--- src/rtl/riscv_pkg.sv ---
// Shared RV32I encoding definitions: sizes, major opcodes and the
// representable immediate ranges used by the field encoder.
package riscv_pkg;

    localparam int INST_SIZE = 32;
    localparam int DATA_SIZE = 32;

    typedef enum logic [6:0] {
        LOADS    = 7'h03,
        ALC_I    = 7'h13,
        AUIPC    = 7'h17,
        STORES   = 7'h23,
        ALC_R    = 7'h33,
        LUI      = 7'h37,
        BRANCHES = 7'h63,
        JALR     = 7'h67,
        JAL      = 7'h6F
    } t_opcode;

    // Branch and jump offsets are even, so their upper bounds stop one short.
    localparam int IMM_I_MIN = -2048;
    localparam int IMM_I_MAX = 2047;
    localparam int IMM_B_MIN = -4096;
    localparam int IMM_B_MAX = 4094;
    localparam int IMM_J_MIN = -1048576;
    localparam int IMM_J_MAX = 1048574;

    function automatic logic inRange(input int value, input int lo, input int hi);
        return (value >= lo) && (value <= hi);
    endfunction

endpackage

--- src/rtl/instr_field_encoder.sv ---
// Combinational RV32I field packer: places register/funct fields and the
// immediate for each format and flags immediates the format cannot carry.
module instr_field_encoder
    import riscv_pkg::*;
#(
    parameter int INST_SIZE = riscv_pkg::INST_SIZE,
    parameter int DATA_SIZE = riscv_pkg::DATA_SIZE
) (
    input  t_opcode                      op_i,
    input  logic [4:0]                   rd_i,
    input  logic [4:0]                   rs1_i,
    input  logic [4:0]                   rs2_i,
    input  logic [2:0]                   funct3_i,
    input  logic [6:0]                   funct7_i,
    input  logic signed [DATA_SIZE-1:0]  imm_i,
    output logic [INST_SIZE-1:0]         instr_o,
    output logic                         rangeErr_o
);

    logic [6:0]  opBits;
    logic [31:0] immBits;
    int          immValue;
    logic [31:0] word;
    logic        err;

    assign opBits   = op_i;
    assign immBits  = 32'(imm_i);
    assign immValue = $signed(immBits);

    // Out-of-range immediates are still packed from their low bits; only the flag reports it.
    always_comb begin
        word = '0;
        err  = 1'b0;
        case (op_i)
            ALC_R: begin
                word = {funct7_i, rs2_i, rs1_i, funct3_i, rd_i, opBits};
            end
            LOADS, ALC_I, JALR: begin
                word = {immBits[11:0], rs1_i, funct3_i, rd_i, opBits};
                err  = !inRange(immValue, IMM_I_MIN, IMM_I_MAX);
            end
            STORES: begin
                word = {immBits[11:5], rs2_i, rs1_i, funct3_i, immBits[4:0], opBits};
                err  = !inRange(immValue, IMM_I_MIN, IMM_I_MAX);
            end
            BRANCHES: begin
                word = {immBits[12], immBits[10:5], rs2_i, rs1_i, funct3_i,
                        immBits[4:1], immBits[11], opBits};
                err  = !inRange(immValue, IMM_B_MIN, IMM_B_MAX) || immBits[0];
            end
            LUI, AUIPC: begin
                word = {immBits[31:12], rd_i, opBits};
                err  = (immBits[11:0] != 12'd0);
            end
            JAL: begin
                word = {immBits[20], immBits[10:1], immBits[11], immBits[19:12], rd_i, opBits};
                err  = !inRange(immValue, IMM_J_MIN, IMM_J_MAX) || immBits[0];
            end
            default: begin
                word = {25'd0, opBits};
                err  = 1'b1;
            end
        endcase
    end

    assign instr_o    = INST_SIZE'(word);
    assign rangeErr_o = err;

endmodule

--- src/rtl/encode_and_pack.sv ---
// Accepts decoded instruction fields, encodes them into RV32I words and
// streams them out through a 2-entry FIFO, tagging each with a byte address.
module encode_and_pack
    import riscv_pkg::*;
#(
    parameter int INST_SIZE = riscv_pkg::INST_SIZE,
    parameter int DATA_SIZE = riscv_pkg::DATA_SIZE
) (
    input  logic                         i_clk,
    input  logic                         i_reset,
    input  logic                         i_valid,
    output logic                         o_ready,
    input  t_opcode                      i_op,
    input  logic [4:0]                   i_rd,
    input  logic [4:0]                   i_rs1,
    input  logic [4:0]                   i_rs2,
    input  logic [2:0]                   i_funct3,
    input  logic [6:0]                   i_funct7,
    input  logic signed [DATA_SIZE-1:0]  i_immediate,
    output logic                         o_valid,
    input  logic                         i_ready,
    output logic [INST_SIZE-1:0]         o_instr,
    output logic                         o_range_err,
    output logic [31:0]                  o_addr
);

    localparam int ENTRY_W = INST_SIZE + 1;

    logic [INST_SIZE-1:0] encInstr;
    logic                 encErr;

    logic [ENTRY_W-1:0]   mem_q [2];
    logic [ENTRY_W-1:0]   headEntry;
    logic                 wrPtr_q, wrPtr_d;
    logic                 rdPtr_q, rdPtr_d;
    logic [1:0]           count_q, count_d;
    logic [31:0]          addr_q, addr_d;
    logic                 push, pop;

    instr_field_encoder #(
        .INST_SIZE (INST_SIZE),
        .DATA_SIZE (DATA_SIZE)
    ) u_encoder (
        .op_i       (i_op),
        .rd_i       (i_rd),
        .rs1_i      (i_rs1),
        .rs2_i      (i_rs2),
        .funct3_i   (i_funct3),
        .funct7_i   (i_funct7),
        .imm_i      (i_immediate),
        .instr_o    (encInstr),
        .rangeErr_o (encErr)
    );

    // Both handshake flags come straight from the occupancy register, so
    // o_ready never combinationally depends on the downstream i_ready.
    assign o_valid = (count_q != 2'd0);
    assign o_ready = (count_q < 2'd2);
    assign push    = i_valid && o_ready;
    assign pop     = o_valid && i_ready;

    always_comb begin
        wrPtr_d = wrPtr_q;
        rdPtr_d = rdPtr_q;
        count_d = count_q;
        addr_d  = addr_q;
        if (push) begin
            wrPtr_d = ~wrPtr_q;
        end
        if (pop) begin
            rdPtr_d = ~rdPtr_q;
            addr_d  = addr_q + 32'd4;
        end
        case ({push, pop})
            2'b10:   count_d = count_q + 2'd1;
            2'b01:   count_d = count_q - 2'd1;
            default: count_d = count_q;
        endcase
    end

    always_ff @(posedge i_clk) begin
        if (i_reset) begin
            wrPtr_q <= 1'b0;
            rdPtr_q <= 1'b0;
            count_q <= 2'd0;
            addr_q  <= 32'd0;
        end else begin
            wrPtr_q <= wrPtr_d;
            rdPtr_q <= rdPtr_d;
            count_q <= count_d;
            addr_q  <= addr_d;
        end
    end

    // Storage needs no reset: entries are only visible while count_q says so.
    always_ff @(posedge i_clk) begin
        if (push && !i_reset) begin
            mem_q[wrPtr_q] <= {encErr, encInstr};
        end
    end

    assign headEntry   = mem_q[rdPtr_q];
    assign o_instr     = o_valid ? headEntry[INST_SIZE-1:0] : '0;
    assign o_range_err = o_valid & headEntry[INST_SIZE];
    assign o_addr      = addr_q;

endmodule

--- config.mk ---
export PLATFORM = sky130hd
export DESIGN_NAME = encode_and_pack
export DESIGN_NICKNAME = d
export VERILOG_FILES = /design/src/rtl/riscv_pkg.sv /design/src/rtl/instr_field_encoder.sv /design/src/rtl/encode_and_pack.sv
export SDC_FILE = /design/constraint.sdc
export NUM_CORES = 1
export LEC_CHECK = 0
export ABC_AREA = 1
export BUFFER_PORTS_ARGS = -buffer_cell sky130_fd_sc_hd__buf_2
export CAP_MARGIN = 20
export CORE_MARGIN = 5
export CORE_UTILIZATION = 43
export DETAILED_ROUTE_END_ITERATION = 10
export HOLD_SLACK_MARGIN = 0.12
export PLACE_DENSITY = 0.69
export REMOVE_ABC_BUFFERS = 1
export SLEW_MARGIN = 20
export SYNTH_ARGS = -nofsm -noshare
export SYNTH_HDL_FRONTEND = slang
export SYNTH_SLANG_ARGS = --single-unit
--- constraint.sdc ---
create_clock -name i_clk -period 3.7 [get_ports i_clk]
set_input_delay 0.74 -clock i_clk [delete_from_list [all_inputs] [get_ports i_clk]]
set_output_delay 0.74 -clock i_clk [all_outputs]
set_load 0.02 [all_outputs]
# == Yosys cells after proc, flatten, opt, wreduce, memory -nomap -nowiden ==
# Memory sizes are Yosys's and may differ from the RTL's. A register that Yosys moved wholly into a read port is not among the register bits.
# Cells that the tools add are included.
# word_totals
register_bits,36
mem_bits_rw,66
in_bits,68
output_inout_bits,67
word_cells,55
mem_count,1
# classes
addsub,3
order_cmp,7
n_eq_ne,11
n_mux,8
bitwise_logic,3
n_reduce_logical,18
# memory_table
memory,depth,width,read_ports,rd_ports_with_merged_regs,write_ports,line_no,text
mem_q,2,33,1,1,1,encode_and_pack.sv:32,logic [ENTRY_W-1:0] mem_q [2];
# op_table
op,n
$pmux W32 S6,1
$add A32 B3 Y32 const B,1
$ge A32 B12 Y1 const B,1
$ge A32 B13 Y1 const B,1
$ge A32 B21 Y1 const B,1
$le A32 B12 Y1 const B,1
$le A32 B13 Y1 const B,1
$le A32 B21 Y1 const B,1
$mux W32,1
$eq A7 B6 Y1 const B,3
$eq A7 B7 Y1 const B,3
$eq A7 B5 Y1 const B,2
$reduce_bool A12 Y1,1
$eq A7 B2 Y1 const B,1
$logic_and A1 B1 Y1,6
$pmux W1 S5,1
$logic_not A1 Y1,4
$mux W1,4
$pmux W2 S2,1
$reduce_bool A2 Y1,2
$reduce_or A4 Y1,1
$reduce_or A3 Y1,1
$add A2 B1 Y2 const B,1
$eq A2 B1 Y1 const B,1
other kinds (7),9

# == Depth between registers and ports, before layout ==
# Gate-level depths: netlist (run 1).
# depth
word_depth,5
ltp_mapped,12
depth_no_buf,12

# == Hierarchy ==
# From an unflattened synthesis (run 1), not the netlist that was laid out.
# unflattened
cells_unflattened,711
area_unflattened_um2,5581.6
# by_module_without_submodules
module,n_inst,cells_each,area_per_inst_um2,seq_area_each_um2
encode_and_pack,1,466,4383.0,2682.6
instr_field_encoder,1,245,1198.6,0.0

# == Worst setup path before layout (run 1) ==
# OpenSTA, ideal clock, no wires.
# synth_path
path_kind,input-to-reg
from,in i_reset
to,mem mem_q[1][0] in the netlist's numbering (enable)
setup_time_ns,0.464
arrival_ns,3.261
t_required_ns,3.236
path_slack_ns,-0.026
stages,2
n_path_buf,1
path_cell_list,clkbuf_1 nor3_1
# synth_via
elab_chain_cells,4
# synth_lines
item,line_no,text
"start, declared",encode_and_pack.sv:10,"input logic i_reset,"
$logic_not A1 Y1,encode_and_pack.sv:97,if (push && !i_reset) begin
$logic_and A1 B1 Y1,encode_and_pack.sv:97,
$mux W1,encode_and_pack.sv:97,
$mux W1 (implied by the code),encode_and_pack.sv:98,"mem_q[wrPtr_q] <= {encErr, encInstr};"
"end, declared",encode_and_pack.sv:32,
# Every way passes these cells.

==> results of run 1 <==
[flip-flops by register name, summed over array words and instances (netlist names), named ones only]
register  count
count_q       2
mem_q        66
o_addr       30
rdPtr_q       1
wrPtr_q       1
[cell usage in the layout (no fill, tap or decap), types with 3 or more instances in the layout]
cell,n
nor3_4,3
nor2_4,3
buf_2,132
a21oi_1,58
buf_4,5
nand4_1,14
o211ai_1,8
o22ai_1,5
edfxtp_1,66
nor3_2,3
o221ai_1,4
inv_1,70
nand3_1,22
nor4_1,3
o21ai_0,31
nor3_1,11
nor2_1,66
nand2_4,4
clkbuf_16,12
xor2_1,8
nand2_1,207
dfxtp_1,35
[area by class of cell]
class | count | share of cell area, %
multi-input combinational | 473 | 35.2
clock buffer | 15 | 4.97
timing repair buffer | 137 | 10.7
tap | 168 | 3.23
inverter | 72 | 4.16
clock inverter | 1 | 0.462
sequential | 101 | 41.3
[cells by family (layout without fill, tap and decap cells)]
group / count (synthesis) / in the layout / synth area share (%)
fa+ha+maj: 2 / 2 / 0.470
xor+xnor: 10 / 10 / 1.65
simple gates: 346 / 346 / 28.8
flops: 101 / 101 / 50.4
other cells: 1 / 2 / 0.0705
buf+inv: 93 / 225 / 6.84
compound gates: 113 / 113 / 11.7
[cell usage after synthesis (2+ instances only)]
cell | count | area [um^2]
dfxtp_1 | 35 | 701
inv_2 | 2 | 7.51
edfxtp_1 | 66 | 1980
clkbuf_1 | 10 | 37.5
a22oi_1 | 2 | 15.0
ha_1 | 2 | 25.0
o22ai_1 | 5 | 31.3
nor3_4 | 3 | 48.8
xnor2_1 | 2 | 17.5
buf_4 | 3 | 22.5
nor2_1 | 67 | 251
nand3_2 | 2 | 20.0
buf_1 | 5 | 18.8
nor4_1 | 3 | 18.8
nor3_2 | 2 | 20.0
nor3_1 | 12 | 60.1
inv_1 | 70 | 263
xor2_1 | 8 | 70.1
nand3_1 | 22 | 110
nand2_1 | 207 | 777
buf_2 | 3 | 15.0
a21oi_1 | 58 | 290
nor2_4 | 3 | 33.8
nor3b_1 | 2 | 15.0
nand4_1 | 14 | 87.6
o211ai_1 | 8 | 60.1
o221ai_1 | 4 | 35.0
o21ai_0 | 31 | 155
nand2_4 | 4 | 45.0
[worst reg2reg max path: cells and delay by family, from the launching register on]
kind / cells / cell delay (ns)
AOI/OAI and AO/OA: 2 / 0.22
buffers and inverters: 3 / 0.54
adders and majority gates: 1 / 0.33
and+or+nand+nor: 4 / 0.35
DFF: 1 / 0.40
[path summary, 6_finish.rpt]
path                       to  slack (ns)
setup / recovery  o_instr[24]        1.06
hold / removal        rdPtr_q        0.46
setup reg to reg   count_q[1]        1.79
hold reg to reg       rdPtr_q        0.46
[power by group through the flow]
stage	clock network (mW)	registers [mW]	logic, mW
floorplan	0	1.35	0.485
global placement	0	1.33	0.834
detailed placement	0	1.33	0.846
CTS	1.08	1.31	0.848
global route	1.13	1.31	0.920
finish	1.06	1.31	0.835
[per-layer routing]
metal	vias up	track usage, %	wire [um]
met4	0	5.60	206
met3	18	5.13	997
met2	168	35.5	7380
li1	2460	-	-
met1	2312	25.2	6180
met5	-	0	0
==> impl_results.md, run 1 <==
- Drt first-iter violations: 346
- First drt pass iteration count: 4
- Netlist cell types: 40
- Fill cells: 1,126
- Core area: 12,100 um^2
- Die height: 121 um
- Antenna violations before repair: 0
- Worst Max-Slew Pin Slew: 0.516 ns
- Worst setup margin: 1.06 ns
- CP Data Arrival Time: 1.90 ns
- Register area: 2680 um^2
- FMAX: 0.378 GHz
- Port bufs: 132
- Root Driver: clkbuf_16
- Site Rows: 40
- Worst R2R Path Depth: 10
- Synth warn: 0
- Total internal power: 2.18 mW
- Status: finished clean
- Vias in the first global route: 4,886
- Gate Count Post-Synth: 666
- Total number of vias: 4,958
- Setup TNS: 0 ns
- Delay-heaviest family, CP: buffers and inverters
- Sink Count: 101
- PostCTS Resize Cnt: 0
- Synth Flop Type: edfxtp_1
- Mapped Area: 5320 um^2
- Peak supply drop: 0.000376 V
- Syn avg cell area: 7.99 um^2
- Final hold slack: 0.457 ns
- Grt ovf: 0
- Worst Setup Path Type: register to output port
- Slew Limit Fails: 0
- Worst slew margin: 65.5%
- N_diodes: 0
- Post-CTS Hold Buffers: 0
- Worst skew pair latency: 0.35 ns
- Seq cells post-synth: 101
- Routed wire length: 14,800 um
- # DRC: 0
- First-pass GRT wire length: 23,800 um
- Register area share after synthesis: 50.4%
- H-tree Lvls: 3
- Sequential power share: 40.7%
- Comb power frac: 26.1%
- Placed insts: 951
- Worst hold path class: register to register
- Post-synth ARST share: 0%
- Clock power share: 33.2%
- Worst Hold Launch: rdPtr_q
- Net Sw Power: 1.03 mW
- Post-DP HPWL: 10,900 um
- Clock-pin slew on the worst setup and hold paths: 0.07 ns
- # IOs: 135
- Vias/cell: 5.13
- DR WL/cell: 15.3 um
- Syn-to-layout area delta: 22.1%
- Non-Filler Instances: 967
- Pwr per Cell Area: 493 nW/um^2
- CTS tree: yes
- Die Width: 121 um
- Sw frac: 32.1%
- Post-CTS Setup Inserts: 0
- Final Skew: 0.00620 ns
- Fin nets: 864
- Max-cap violations: 0
- R2r startpoint: count_q[0]
- TritonCTS buffer count: 9
- Minimum clock period after layout: 2.64 ns
- Required @ worst endpoint: 2.96 ns
- Type of origin of the critical path: register
- Final Hold Vio Count: 0
- Lkg Pwr: 2.85 nW
- Clock Tree Buf Depth: 2
- Final core occ: 53.9%
- WHS Path Cells: 1
- Cells along the critical path: inv_1 -> buf_4 -> nand2_1 -> a21oi_1 -> buf_2
- Final worst-path cycle share: 71.4%
- Max stage delay on crit path: 0.38 ns
- Routability Congestion: 0.910
- Post-DP Area: 6150 um^2
- Endpoint type of the worst setup path: output port
- Global Route Usage Sum: 20.4%
- Die area: 14,700 um^2
- RSZ-0062 raised after global routing: no
- Final Cell Area: 6500 um^2
- Initial Util: 44.1%
- Antenna-violating nets left: 0
- Worst path bufs/invs: 3
- Max FO, Critical Path: 18
- CP max stage cell: inv_1
- Share of layout cells above drive strength 1: 21.9%
- Largest net degree at the start of global routing: 34
- Final setup fails: 0
- Total chip power: 3.20 mW
- Stages on worst setup path: 5
- Area of the multi-input gates: 2290 um^2
- Pre-CTS setup slack: 1.20 ns
- EDFF count, synth: 66
Note: power is estimated with default switching activity, not from simulation.
==> run 2, diff against run 1 <==
Settings changed: PLACE_DENSITY 0.69 to 0.67.
Clock period 3.7 ns to 2.7 ns, I/O delays scaled along.
==> impl_results.md, run 2 (same netlist as run 1, synthesis figures left out) <==
- Status: finished clean
- Syn-to-layout area delta: 21.8%
- Drt first-iter violations: 289 (-16%)
- Clock-pin slew on the worst setup and hold paths: 0.07 ns (about the same)
- Site Rows: 40 (unchanged)
- H-tree Lvls: 3 (unchanged)
- Slew Limit Fails: 0 (unchanged)
- Met3 usage: 3.50% (-1.6 points)
- Minimum clock period after layout: 2.48 ns
- Initial Util: 44.1% (unchanged)
- Share of layout cells above drive strength 1: 22.2% (+0.32 points)
- R2r startpoint: o_addr[2]
- Global Route Usage Sum: 19.8% (-0.61 points)
- Port bufs: 132 (unchanged)
- First-pass GRT wire length: 23,200 um (-2.2%)
- Final worst-path cycle share: 91.9%
- Fill cells: 1,166 (+3.6%)
- Commonest non-fill, non-tap cell in the layout: nand2_1
- Final hold slack: 0.413 ns (-0.0447 ns)
- Total internal power: 2.87 mW (+32%)
- Routed wire length: 14,600 um (-1.2%)
- FMAX: 0.403 GHz
- Fin nets: 866 (+0.23%)
- Core area: 12,100 um^2 (unchanged)
- Vias/cell: 5.07 (-1.1%)
- Die Width: 121 um (unchanged)
- First drt pass iteration count: 4 (unchanged)
- Routability Congestion: 0.965 (+6.1%)
- Worst slew margin: 60.5% (-5.0 points)
- Sw frac: 32.8% (+0.73 points)
- Worst hold path class: input pin to register
- Sequential power share: 41.9% (+1.2 points)
- Busiest grt layer: met2
- Sink Count: 101 (unchanged)
- Final setup fails: 0 (unchanged)
- Post-DP HPWL: 11,000 um (+0.77%)
- Post-CTS Setup Inserts: 0 (unchanged)
- Type of origin of the critical path: register
- Grt met1 use: 24.4% (-0.80 points)
- Total number of vias: 4,914 (-0.89%)
- Post-CTS Hold Buffers: 0 (unchanged)
- Max FO, Critical Path: 33 (+15)
- RR Endpoint: o_addr[20]
- Peak supply drop: 0.000343 V (-8.8%)
- Final Hold Vio Count: 0 (unchanged)
- # DRC: 0 (unchanged)
- Antenna-violating nets left: 0 (unchanged)
- Vias in the first global route: 4,839 (-0.96%)
- Worst setup startpoint: count_q[1]
- Worst Setup Path Type: register to output port
- Die height: 121 um (unchanged)
- Area of the multi-input gates: 2290 um^2 (unchanged)
- R2r setup slk: 0.95 ns (-0.84 ns)
- Grt ovf: 0 (unchanged)
- Largest Register: mem_q
- Largest net degree at the start of global routing: 34 (unchanged)
- Worst Max-Slew Pin Slew: 0.591 ns (+0.0742 ns)
- Worst Setup EP: o_instr[14]
- Worst R2R Path Depth: 9 (-1)
- Placed insts: 953 (+0.21%)
- # IOs: 135 (unchanged)
- Max-cap violations: 0 (unchanged)
- Net Sw Power: 1.40 mW (+36%)
- Worst setup margin: 0.220 ns (-0.837 ns)
- TritonCTS buffer count: 9 (unchanged)
- Max FFs per register: 66 (unchanged)
- Required @ worst endpoint: 2.16 ns (-0.80 ns)
- CP Data Arrival Time: 1.94 ns (+0.04 ns)
- Non-Filler Instances: 969 (+0.21%)
- Clock power share: 31.4% (-1.8 points)
- Pwr per Cell Area: 659 nW/um^2 (+34%)
- Register area: 2680 um^2 (unchanged)
- Endpoint type of the worst setup path: output port
- CTS tree: yes
- DR WL/cell: 15.1 um (-1.4%)
- Die area: 14,700 um^2 (unchanged)
- Worst skew pair latency: 0.34 ns (about the same)
- Most frequent cells in the layout: 207 x nand2_1, 132 x buf_2, 69 x inv_1
- Pre-CTS setup slack: 0.520 ns (-0.680 ns)
- Met2 GRT Util: 34.7% (-0.83 points)
- RSZ-0062 raised after global routing: no
- Antenna violations before repair: 0 (unchanged)
- Clock Tree Buf Depth: 2 (unchanged)
- Final Skew: 0.0100 ns (+0.00384 ns)
- Comb power frac: 26.6% (+0.5 points)
- Root Driver: clkbuf_16
- PostCTS Resize Cnt: 0 (unchanged)
- N_diodes: 0 (unchanged)
- Lkg Pwr: 2.83 nW (-0.69%)
run 2: changes by cell type in the layout (fill, tap and decap cells not counted), sizes merged:
cell	change
buf	+2
bufinv	+1
clkbuf	-6
clkinv	+3
clkinvlp	+3
inv	-1
run 2: critical path: stages (launching register included):
cell        delay [ns]
dfxtp_1           0.37
inv_2             0.08
nand2_4           0.10
clkinvlp_4        0.49
a21oi_1           0.34
buf_2             0.21
run 2: power by group through the flow:
stage | clock [mW] | sequential (mW) | combinational [mW]
detailed placement | 0 | 1.82 | 1.14
global route | 1.45 | 1.80 | 1.24
finish | 1.34 | 1.79 | 1.14
floorplan | 0 | 1.85 | 0.664
global placement | 0 | 1.82 | 1.12
CTS | 1.38 | 1.79 | 1.15
run 2: layout make-up:
| type | instances | share of cell area, % |
|---|---|---|
| Sequential cell | 101 | 41.4 |
| Multi-Input combinational cell | 473 | 35.3 |
| Clock buffer | 9 | 3.47 |
| Timing Repair Buffer | 139 | 11.0 |
| Tap cell | 168 | 3.24 |
| Clock inverter | 7 | 1.39 |
| Inverter | 72 | 4.23 |
run 2: stage by stage:
step           util (%)  power, mW  instance area (um^2)  TNS, ns
4_1_cts            53.7       4.31                  6480        0
3_3_place_gp       51.1       2.94                  6160        0
5_1_grt            53.7       4.50                  6480        0
3_5_place_dp       51.1       2.97                  6160        0
6_report           53.7       4.27                  6480        0
2_1_floorplan         -       2.51                  5230   -21.76
run 2: worst min-delay path by stage:
| stage | start | end | slack (ns) | cells after the start |
|---|---|---|---|---|
| after floorplan | rdPtr_q | register | 0.43 | 1 |
| after detailed placement | rdPtr_q | register | 0.45 | 1 |
| final | i_op[1] | mem_q[0][1] | 0.41 | 1 |
| after global routing | i_op[1] | mem_q[0][1] | 0.40 | 1 |
| after global placement | rdPtr_q | rdPtr_q | 0.44 | 1 |
| after CTS | i_op[1] | mem_q[0][1] | 0.40 | 1 |
run 2: layer usage:
metal | up-vias | share of wire, %
li1 | 2463 | -
met5 | - | 0
met3 | 21 | 5.9
met4 | 0 | 2.0
met2 | 155 | 50
met1 | 2275 | 42
==> run 3, diff against run 2 <==
Settings changed: BUFFER_PORTS_ARGS -buffer_cell sky130_fd_sc_hd__buf_2 to -buffer_cell sky130_fd_sc_hd__buf_4, CTS_CLUSTER_SIZE from default to 8.
==> impl_results.md, run 3 (same netlist as run 1, synthesis figures left out) <==
- Status: finished clean
- Core area: 12,100 um^2 (unchanged)
- Initial Util: 44.1% (unchanged)
- H-tree Lvls: 3 (unchanged)
- Sink Count: 101 (unchanged)
- Final Skew: 0.00704 ns (-0.00300 ns)
- Clock Tree Buf Depth: 2 (unchanged)
- Port bufs: 132 (unchanged)
- PostCTS Resize Cnt: 0 (unchanged)
- DR WL/cell: 16.1 um (+6.9%)
- Worst setup margin: 0.310 ns (+0.0901 ns)
- Type of origin of the critical path: register
- Peak supply drop: 0.000264 V (-23%)
- Most frequent cells in the layout: 207 x nand2_1, 139 x buf_4, 70 x inv_1
- Pwr per Cell Area: 643 nW/um^2 (-2.4%)
- Worst slew margin: 58.8% (-1.7 points)
- Die area: 14,700 um^2 (unchanged)
- Die Width: 121 um (unchanged)
- # IOs: 135 (unchanged)
- Share of layout cells above drive strength 1: 21.6% (-0.60 points)
- Worst Setup Path Type: register to output port
- Total chip power: 4.36 mW (+2.2%)
- Grt ovf: 0 (unchanged)
- First-pass GRT wire length: 24,700 um (+6.4%)
- TritonCTS buffer count: 9 (unchanged)
- Slew Limit Fails: 0 (unchanged)
- RSZ-0062 raised after global routing: no
- Pre-CTS setup slack: 0.446 ns (-0.0746 ns)
- Required @ worst endpoint: 2.16 ns (about the same)
- Site Rows: 40 (unchanged)
- Drt first-iter violations: 431 (+49%)
- Fin nets: 867 (+0.12%)
- Routability Congestion: 0.897 (-7.0%)
- CP Data Arrival Time: 1.85 ns (-0.09 ns)
- Global Route Usage Sum: 21.2% (+1.4 points)
- Vias/cell: 5.18 (+2.2%)
- First drt pass iteration count: 5 (+1)
- # DRC: 0 (unchanged)
- Max FO, Critical Path: 15 (-55%)
- Worst Max-Slew Pin Slew: 0.617 ns (+0.0267 ns)
- Antenna-violating nets left: 0 (unchanged)
- FMAX: 0.418 GHz (+3.8%)
- Post-CTS Hold Buffers: 0 (unchanged)
- Commonest non-fill, non-tap cell in the layout: nand2_1
- Final setup fails: 0 (unchanged)
- Routed wire length: 15,600 um (+6.8%)
- Largest Register: mem_q
- N_diodes: 0 (unchanged)
- Antenna violations before repair: 0 (unchanged)
- Die height: 121 um (unchanged)
- Max FFs per register: 66 (unchanged)
- Worst skew pair latency: 0.34 ns (about the same)
- Root Driver: clkbuf_16
- Lkg Pwr: 2.89 nW (+2.1%)
- Final Hold Vio Count: 0 (unchanged)
- Largest net degree at the start of global routing: 34 (unchanged)
- CTS tree: yes
- Vias in the first global route: 5,133 (+6.1%)
- Max-cap violations: 0 (unchanged)
- Worst hold path class: input pin to register
- Final worst-path cycle share: 88.5% (-3.3 points)
- Syn-to-layout area delta: 27.6%
- Clock-pin slew on the worst setup and hold paths: 0.06 ns (about the same)
- Post-CTS Setup Inserts: 0 (unchanged)
- Post-DP HPWL: 11,400 um (+3.8%)
- Endpoint type of the worst setup path: output port
- Total number of vias: 5,017 (+2.1%)
- Minimum clock period after layout: 2.39 ns (-0.0901 ns)
[run 3: critical path, cell delays in order (launching register included)]
cell	delay (ns)
dfxtp_1	0.34
inv_2	0.10
nand2_4	0.07
inv_1	0.46
buf_4	0.31
a21oi_1	0.07
buf_4	0.16
[run 3: routing by layer]
metal  global-route usage (%)  vias to the layer above  wire (um)
li1                         -                     2462          -
met1                     25.4                     2350       6260
met2                     37.6                      188       7880
met3                     5.03                       17       1200
met4                     6.23                        0        231
met5                        0                        -          0
[run 3: layout make-up]
class	count	area (um^2)
Multi-Input combinational cell	473	2290
Sequential cell	101	2680
Inverter	72	270
Clock buffer	10	229
Fill cell	1132	5270
Timing Repair Buffer	140	1060
Clock inverter	4	41.3
Tap cell	168	210
[run 3: worst paths after layout]
check	from	to	slack, ns	cells past startpoint
worst min-delay path	i_op[0]	mem_q[1][0]	0.39	1
worst min register to register	rdPtr_q	register	0.47	1
worst max-delay path	count_q[1]	o_instr[22]	0.31	6
worst max register to register	o_addr[2]	o_addr[20]	0.92	9
[run 3: metrics by stage]
step / instances / setup TNS, ns / instance area (um^2) / hold WS (ns) / util, %
6_report: 968 / 0 / 6790 / 0.393 / 56.3
5_1_grt: 968 / 0 / 6790 / 0.383 / 56.3
4_1_cts: 968 / 0 / 6790 / 0.384 / 56.3
3_5_place_dp: 954 / 0 / 6520 / 0.457 / 54.0
3_3_place_gp: 954 / 0 / 6520 / 0.436 / 54.0
2_1_floorplan: 646 / -21.76 / 5230 / 0.426 / -
[run 3: power by group]
group	total, mW	switching, mW	internal [mW]
Sequential	1.79	0.0458	1.75
Combinational	1.34	0.865	0.477
Clock	1.23	0.529	0.699
